`config.mk`:
```
export PLATFORM = sky130hd
export DESIGN_NAME = trg_sci_frame_rd
export DESIGN_NICKNAME = d
export VERILOG_FILES = /design/src/rtl/trg_sci_frame_rd.sv
export SDC_FILE = /design/constraint.sdc
export NUM_CORES = 1
export LEC_CHECK = 0
export ABC_AREA = 1
export BUFFER_PORTS_ARGS = -buffer_cell sky130_fd_sc_hd__buf_2
export CORE_ASPECT_RATIO = 1.4
export CORE_MARGIN = 2
export CORE_UTILIZATION = 63
export DETAILED_ROUTE_END_ITERATION = 8
export GPL_TIMING_DRIVEN = 0
export PLACE_DENSITY = 0.87
export SYNTH_ARGS = -nofsm -noshare
export SYNTH_HDL_FRONTEND = slang
export SYNTH_SLANG_ARGS = --single-unit
```
`constraint.sdc`:
```
create_clock -name clk_in -period 4.1 [get_ports clk_in]
set_input_delay 0.41 -clock clk_in [delete_from_list [all_inputs] [get_ports clk_in]]
set_output_delay 0.41 -clock clk_in [all_outputs]
set_load 0.1 [all_outputs]
```
`src/rtl/trg_sci_frame_rd.sv`:
```
// rtl/trg_sci_frame_rd.sv - trigger sci-data frame reader: sync hunt, frame validation, byte forwarding
module trg_sci_frame_rd #(
  parameter int          FRAME_LEN = 32,
  parameter logic [15:0] SYNC_WORD = 16'hEB90
) (
  input  logic        clk_in,
  input  logic        rst_in,
  input  logic [7:0]  fifo_data_in,
  input  logic        fifo_empty_in,
  output logic        fifo_rd_out,
  output logic [7:0]  byte_out,
  output logic        byte_valid_out,
  input  logic        byte_ready_in,
  output logic        sof_out,
  output logic        eof_out,
  output logic        frame_good_out,
  output logic        frame_bad_out,
  output logic        seq_gap_out,
  output logic [15:0] good_cnt_out,
  output logic [15:0] bad_cnt_out
);

  localparam int              IW      = $clog2(FRAME_LEN);
  localparam logic [IW-1:0]   LAST    = IW'(FRAME_LEN - 1);
  localparam logic [IW-1:0]   LAST_M1 = IW'(FRAME_LEN - 2);
  localparam logic [IW:0]     LAST_W  = (IW+1)'(FRAME_LEN - 1);

  localparam logic [2:0] HUNT    = 3'd0;
  localparam logic [2:0] SYNC    = 3'd1;
  localparam logic [2:0] COLLECT = 3'd2;
  localparam logic [2:0] CHECK   = 3'd3;
  localparam logic [2:0] SEND    = 3'd4;

  logic [2:0]    state, nstate;
  logic          cap;            // fifo_data_in carries the byte of last cycle's read
  logic [IW-1:0] cidx;           // buffer slot of the next captured byte
  logic [IW-1:0] oidx;           // buffer slot currently on byte_out
  logic [IW:0]   ridx, ridx_n;   // next byte index to request while collecting
  logic [15:0]   sum;
  logic [15:0]   last_cnt;
  logic          have_last;
  logic          rd_n;
  logic          frame_ok;
  logic          seq_gap;
  logic [15:0]   cnt_w, len_w;
  logic [7:0]    frame [FRAME_LEN];

  assign cnt_w    = {frame[2], frame[3]};
  assign len_w    = {frame[4], frame[5]};
  // Evaluated while the final byte is on the bus so the verdict is registered into CHECK.
  assign frame_ok = (sum == {frame[LAST_M1], fifo_data_in}) && (len_w == 16'(FRAME_LEN));
  assign seq_gap  = have_last && (cnt_w != last_cnt + 16'd1);

  // Next state, and whether a new FIFO read may be launched into that state.
  always_comb begin
    nstate = state;
    ridx_n = ridx;
    case (state)
      HUNT: if (cap && fifo_data_in == SYNC_WORD[15:8]) nstate = SYNC;
      SYNC: if (cap) begin
        if (fifo_data_in == SYNC_WORD[7:0]) begin
          nstate = COLLECT;
          ridx_n = (IW+1)'(2);
        end else if (fifo_data_in != SYNC_WORD[15:8]) begin
          nstate = HUNT;
        end
      end
      COLLECT: if (cap && cidx == LAST) nstate = CHECK;
      CHECK:   nstate = frame_good_out ? SEND : HUNT;
      SEND:    if (byte_valid_out && byte_ready_in && oidx == LAST) nstate = HUNT;
      default: nstate = HUNT;
    endcase
    rd_n = !fifo_rd_out && !fifo_empty_in &&
           (nstate == HUNT || nstate == SYNC || (nstate == COLLECT && ridx_n <= LAST_W));
  end

  // Control path: state, read handshake, checksum, verdict, counters and output stream.
  always_ff @(posedge clk_in or posedge rst_in) begin
    if (rst_in) begin
      state          <= HUNT;
      fifo_rd_out    <= 1'b0;
      cap            <= 1'b0;
      cidx           <= '0;
      oidx           <= '0;
      ridx           <= '0;
      sum            <= '0;
      last_cnt       <= '0;
      have_last      <= 1'b0;
      byte_out       <= 8'h00;
      byte_valid_out <= 1'b0;
      sof_out        <= 1'b0;
      eof_out        <= 1'b0;
      frame_good_out <= 1'b0;
      frame_bad_out  <= 1'b0;
      seq_gap_out    <= 1'b0;
      good_cnt_out   <= '0;
      bad_cnt_out    <= '0;
    end else begin
      state          <= nstate;
      fifo_rd_out    <= rd_n;
      cap            <= fifo_rd_out;
      ridx           <= (rd_n && nstate == COLLECT) ? ridx_n + 1'b1 : ridx_n;
      frame_good_out <= 1'b0;
      frame_bad_out  <= 1'b0;
      seq_gap_out    <= 1'b0;

      if (state == SYNC && cap && fifo_data_in == SYNC_WORD[7:0]) begin
        cidx <= IW'(2);
        sum  <= SYNC_WORD;
      end

      if (state == COLLECT && cap) begin
        cidx <= cidx + 1'b1;
        // Odd slots complete a word; the last word is the checksum itself.
        if (cidx[0] && cidx < LAST_M1) sum <= sum + {frame[cidx - 1'b1], fifo_data_in};
        if (cidx == LAST) begin
          frame_good_out <= frame_ok;
          frame_bad_out  <= !frame_ok;
          if (frame_ok) begin
            seq_gap_out  <= seq_gap;
            last_cnt     <= cnt_w;
            have_last    <= 1'b1;
            if (good_cnt_out != 16'hFFFF) good_cnt_out <= good_cnt_out + 16'd1;
          end else if (bad_cnt_out != 16'hFFFF) begin
            bad_cnt_out  <= bad_cnt_out + 16'd1;
          end
        end
      end

      if (state == CHECK && frame_good_out) begin
        byte_valid_out <= 1'b1;
        byte_out       <= frame[0];
        sof_out        <= 1'b1;
        eof_out        <= 1'b0;
        oidx           <= '0;
      end

      if (state == SEND && byte_valid_out && byte_ready_in) begin
        if (oidx == LAST) begin
          byte_valid_out <= 1'b0;
          sof_out        <= 1'b0;
          eof_out        <= 1'b0;
        end else begin
          oidx     <= oidx + 1'b1;
          byte_out <= frame[oidx + 1'b1];
          sof_out  <= 1'b0;
          eof_out  <= (oidx + 1'b1 == LAST);
        end
      end
    end
  end

  // Frame buffer: written only by captured read data, so it needs no reset.
  always_ff @(posedge clk_in) begin
    if (cap) begin
      case (state)
        HUNT: if (fifo_data_in == SYNC_WORD[15:8]) frame[0] <= fifo_data_in;
        SYNC: begin
          if (fifo_data_in == SYNC_WORD[15:8]) frame[0] <= fifo_data_in;
          else if (fifo_data_in == SYNC_WORD[7:0]) frame[1] <= fifo_data_in;
        end
        COLLECT: frame[cidx] <= fifo_data_in;
        default: ;
      endcase
    end
  end

endmodule
```
Yosys cells after proc, flatten, opt, wreduce, memory -nomap -nowiden
Memory sizes are Yosys's and may differ from the RTL's.
Cells that the tools add are included.
- bits in writable memories: 256
- bits of input ports: 12
- logic and storage cells: 139
- flip-flop bits (word level): 100
- memories: 1
- output and inout port bits: 47
- equality and inequality tests: 17
- reduce and logical (&&, ||, !) cells: 31
- mux-type cells: 60
- add/subtract/negate cells: 8
- magnitude comparators: 2
- bitwise gates (word level): 2
- memory list (memory ; words ; width ; read ports ; clocked after Yosys merged registers in ; wr ports ; RTL line ; RTL):
    frame ; 32 ; 8 ; 8 ; 0 ; 1 ; 46 ; logic [7:0] frame [FRAME_LEN];
- operators by type and width (operator ; number):
    adder 16 x 1 -> 16 bit, second input constant ; 3
    2-to-1 mux 16 bit ; 3
    2-to-1 mux 8 bit ; 6
    2-to-1 mux 5 bit ; 7
    2-to-1 mux 1 bit ; 32
    inequality test 16 bit, second input constant ; 2
    2-to-1 mux 6 bit ; 4
    2-to-1 mux 3 bit ; 7
    logical AND 1 bit ; 17
    adder 16 bit ; 1
    == test 16 bit ; 1
    == test 16 x 6 -> 1 bit, second input constant ; 1
    == test 8 bit, second input constant ; 2
    inequality test 16 bit ; 1
    OR reduction 8 bit ; 2
    == test 5 bit, second input constant ; 3
    case mux 3 bit (5 select lines) ; 1
    adder 5 x 1 -> 5 bit, second input constant ; 2
    == test 3 x 2 -> 1 bit, second input constant ; 3
    inequality test 8 bit, second input constant ; 1
    AND reduction 4 bit ; 2
    adder 6 x 1 -> 6 bit, second input constant ; 1
    == test 3 x 1 -> 1 bit, second input constant ; 2
    <= comparator 6 x 5 -> 1 bit, second input constant ; 1
    other kinds (10) ; 15

Depth between registers and ports, before layout
- depth in word-level cells: 11
- mapped depth: 25
- depth with buffers taken out: 20

Least setup slack after synthesis
OpenSTA, ideal clock, no wires.
- path kind: register to register
- start point: reg cidx[0]
- end point: reg sum[15]
- buffers on the path: 5
- cell stages (with the launch flop): 24
- required time: 3987 ps
- slack: 475 ps
- setup time: 113 ps
- clock period less this slack: 3625 ps
- arrival time: 3513 ps
- path through: dfrtp_1 buf_4 inv_2 buf_2 buf_2 ha_1 inv_2 buf_4 clkbuf_1 a21oi_1 a211oi_1 o221ai_1 o31ai_1 ha_1 a21oi_1 nor2_1 nor2_1 o211ai_1 a21oi_1 inv_1 nand2_1 nand3_1 nand2_1 inv_1
- word-level cells in the longest chain between the ends: 5
- elaborated cells on any way between the ends: 7
- those cells by class: add/sub: 2; order compare: 1; mux: 2; reduce/logical: 1; memory: 1
- RTL lines (element ; RTL line ; RTL):
    from (decl) ; 36 ; logic [IW-1:0] cidx;
    from (signal assigned) ; 113 ; cidx <= cidx + 1'b1;
    subtractor 5 x 1 -> 5 bit ; 115 ; if (cidx[0] && cidx < LAST_M1) sum <= sum + {frame[cidx - 1'b1], fifo_data_in};
    memory read (32 x 8 bit) ; -- ;
    adder 16 bit ; 115 ;
    2-to-1 mux 16 bit * ; 115 ;
    2-to-1 mux 16 bit * ; 112 ; if (state == COLLECT && cap) begin
    to (signal assigned) ; 115 ;
    to (decl) ; 39 ; logic [15:0] sum;
Mark *: on every way between the ends. The rest lies on a longest branch, timed or not.
A chain may end at the register's enable or synchronous reset.

Worst setup path after layout
- start point: reg oidx[0]
- end point: reg byte_out[1]
- word-level cells in the longest chain between the ends: 4
- elaborated cells on any way between the ends: 5
- those cells by class: add/sub: 1; eq/ne: 1; mux: 2; memory: 1
- RTL lines (element ; RTL line ; RTL):
    from (decl) ; 37 ; logic [IW-1:0] oidx;
    from (signal assigned) ; 144 ; oidx <= oidx + 1'b1;
    adder 5 x 1 -> 5 bit ; 145 ; byte_out <= frame[oidx + 1'b1];
    memory read (32 x 8 bit) ; -- ;
    2-to-1 mux 8 bit * ; 139 ; if (oidx == LAST) begin
    2-to-1 mux 8 bit * ; 138 ; if (state == SEND && byte_valid_out && byte_ready_in) begin
    to (signal assigned) ; 132 ; byte_out <= frame[0];
    to (signal assigned) ; 145 ;
    to (decl) ; 11 ; output logic [7:0] byte_out,
Marks and branches as above.

==> flow_summary.yaml <==
worst_setup_path:
  worstSetupStartpointType: "flip-flop"
  cp_slowest_cell: "clkbuf_1"
  arrival_ps: 4450
  crit_type: "reg -> reg"
  required_ps: 4500
  cp_common_cell: "buf_2"
  slowest_delay_ps: 610
  cp_max_fo: 10
  critPathCaptureType: "flip-flop"
  crit_family: "buffers and inverters"
  cp_num_buf_inv: 7
  path_cells: "buf_2 -> inv_2 -> buf_6 -> buf_2 -> buf_2 -> ha_1 -> buf_4 -> clkbuf_1 -> a21oi_1 -> o21ai_0 -> nand3_1 -> o211ai_1 -> nand3_1 -> o21ai_1 -> a31oi_1"
power:
  p_per_area_nw_per_um2: 345
  vdd_ir_drop_max_mv: 0.595
  leakage_uw: 0.00861
  combPwrFrac: 0.029
  power_uw: 7510
  p_clk_frac: 0.455
  p_sw_uw: 1620
  pwr-share-seq: 0.516
  power.internal_uw: 5890
  netSwitchingFraction: 0.216
cts:
  clkTransAtPathRegs_ps: 70
  clock_path_buffers: 3
  clk_latency_ps: 540
  cts_sinks: 356
  cts_root_buffer: "clkbuf_16"
  tritoncts: "done"
  numCtsBuffers: 36
  ctsHtreeMaxLevel: 2
grt:
  antenna_found_initial: 1
  grt-ovfl-total: 0
  grtUsageMet3: 0.113
  grt_use_total: 0.462
  grt_pass1_vias: 17600
  grt_max_degree: 53
  grt_busiest_layer: "met2"
  met1_usage: 0.520
  grt_pass1_wl_um: 110000
  grt_use_met2: 0.751
sta:
  finalCriticalPeriod_ps: 4050
  relSlewSlack: 0.0904
  rsz0062_at_grt: "false"
  setup_viol: 0
  skew_ps: 19.5
  max_freq_mhz: 247
  hold_violations: 0
  fin_crit_sh: 0.988
  fin_setup_tns_ps: 0
  slew_viol_final: 0
  tightest_slew_ps: 1350
  setup_ws_ps: 50.9
routing:
  first_iter_violations: 2728
  routed-via-count: 18000
  vias_per_cell: 6.78
  drt_wl_total_um: 74800
  first_pass_iters: 6
  drt-wirelength-per-cell_um: 28.1
  drc: 0
  postRouteAntennaNets: 0
final_layout:
  multi_input_area_um2: 7990
  fin_nets: 2282
  post_layout_nonfiller_instances: 2659
  drive_gt1_frac: 0.136
  post-route-util: 0.712
  register_area_um2: 10200
  synthToLayoutAreaGrowth_pct: 12.2
  nFillCells: 2268
synthesis:
  seq_area_frac_synth: 0.526
  synth-seq-cells: 356
  synth.avg_cell_area_um2: 9.05
  syn_inst: 2142
  yosys_warnings: 0
  yosys.cell_types.count: 57
  synthesis.nets: 2182
  syn-cell-area_um2: 19400
min_path:
  hold_class: "in -> reg"
floorplan:
  die-area_um2: 32200
  rows: 76
  die-height_um: 212
  coreArea_um2: 30500
  initial_core_util: 0.635
  die_w_um: 152
  ios: 59
placement:
  port_buffers: 58
  gp_congestion: 1.06
  place_inst: 2592
  dp_hpwl_um: 52400
  place_ws_ps: -1340
outcome:
  status: "finished clean"
job:
  maxCapViolCount: 0
[metrics by stage]
| step | hold slack [ps] | instance area (um^2) |
|---|---|---|
| floorplan | 422 | 19400 |
| global placement | 435 | 20200 |
| detailed placement | 430 | 20200 |
| CTS | 64.4 | 21600 |
| global route | 82.3 | 21700 |
| finish | 86.0 | 21700 |
[power by group through the flow]
stage / clock [uW] / sequential [uW] / combinational (uW)
after floorplan: 0 / 3950 / 92.4
after global placement: 0 / 3950 / 191
after detailed placement: 0 / 3950 / 200
after CTS: 3400 / 3870 / 209
after global routing: 3520 / 3870 / 232
final: 3420 / 3870 / 219
[layer usage]
metal	vias to the layer above	routed length [um]	part of all wire
met4	2	7370	0.098
met3	434	9060	0.12
met1	8420	23600	0.32
li1	7698	-	-
met2	1463	34700	0.46
met5	-	13	0.00017
[area by class of cell]
type,instances,share of cell area
tap,390,0.0224
clock buffer,44,0.0452
multi-input combinational,1457,0.368
antenna,1,0.000115
clock inverter,20,0.0100
timing repair buffer,64,0.0165
buffer,108,0.0304
sequential,356,0.469
inverter,219,0.0392
[flip-flops by register name (all words and copies together) (netlist names), 6 cells and up]
signal        cells
ridx              6
good_cnt_out     16
bad_cnt_out      16
last_cnt         16
byte_out          8
frame           256
sum              16
[timing repair]
action | 4_1_cts | 5_1_grt
cloned | 0 | 0
buffers inserted | 1 | 2
hold buffers | 1 | 0
endpoints found under the hold margin | 1 | 0
pin swaps | 6 | 9
endpoints found under the setup margin | 8 | 10
gates resized for setup | 63 | 26
[final timing paths]
path	from	end	slack (ps)	depth (start not counted)
setup reg to reg	oidx[0]$_DFF_PP0_	byte_out[1]$_DFF_PP0_	50	15
hold reg to reg	fifo_rd_out$_DFF_PP0_	cap$_DFF_PP0_	470	0
hold / removal	fifo_empty_in	fifo_rd_out$_DFF_PP0_	90	2
setup / recovery	oidx[0]$_DFF_PP0_	byte_out[1]$_DFF_PP0_	50	15
max in group asynchronous	rst_in	bad_cnt_out[7]$_DFFE_PP0P_	2840	4
min in group asynchronous	rst_in	good_cnt_out[7]$_DFFE_PP0P_	530	3
[worst register-to-register path, delay by kind of cell, from the launching register on]
kind                     cells  cell delay (ps)
flip-flops                   1              380
AND/OR/NAND/NOR              2              490
adder cells (fa/ha/maj)      1              390
buffers and inverters        7             1980
AO/OA/AOI/OAI                5              690
[cells in the mapped netlist, drive strengths merged]
cell type | count | area (um^2)
a22oi | 1 | 7.51
o31ai | 9 | 67.6
nor2 | 170 | 713
clkbuf | 32 | 120
a211oi | 13 | 97.6
a31oi | 8 | 50.1
nand3b | 2 | 15.0
a21o | 2 | 15.0
nor3 | 29 | 175
xor2 | 36 | 353
xnor2 | 17 | 149
or2 | 4 | 27.5
edfxtp | 256 | 7690
fa | 1 | 20.0
nand3 | 145 | 776
o211ai | 63 | 487
nand4 | 21 | 144
nand2 | 347 | 1350
o221ai | 10 | 87.6
o22ai | 10 | 62.6
a41oi | 1 | 27.5
clkinv | 1 | 8.76
xnor3 | 1 | 22.5
inv | 218 | 826
ha | 27 | 338
buf | 78 | 478
nor4 | 13 | 87.6
o21ai | 318 | 1620
o311ai | 1 | 8.76
a21oi | 204 | 1020
a22o | 1 | 8.76
dfrtp | 100 | 2500
a32oi | 1 | 8.76
o21bai | 2 | 15.0
[cell usage in the layout (no fill, tap or decap), types with 38 or more instances in the layout]
cell type	synthesis	layout
buf_2	55	107
clkbuf_16	0	38
o21ai_0	274	261
edfxtp_1	256	256
nor2_1	156	155
nand2_1	337	336
inv_1	200	199
o21ai_1	37	50
nand3_1	138	138
o211ai_1	62	62
a21oi_1	203	193
dfrtp_1	100	100
[logic make-up after synthesis]
group                    share of synthesized area
buffers and inverters                       0.0739
flip-flops                                   0.526
adder cells (fa/ha/maj)                     0.0185
AND/OR/NAND/NOR                              0.170
AO/OA/AOI/OAI                                0.185
XOR/XNOR                                    0.0270
No activity file was read; power rests on OpenSTA's default activity.
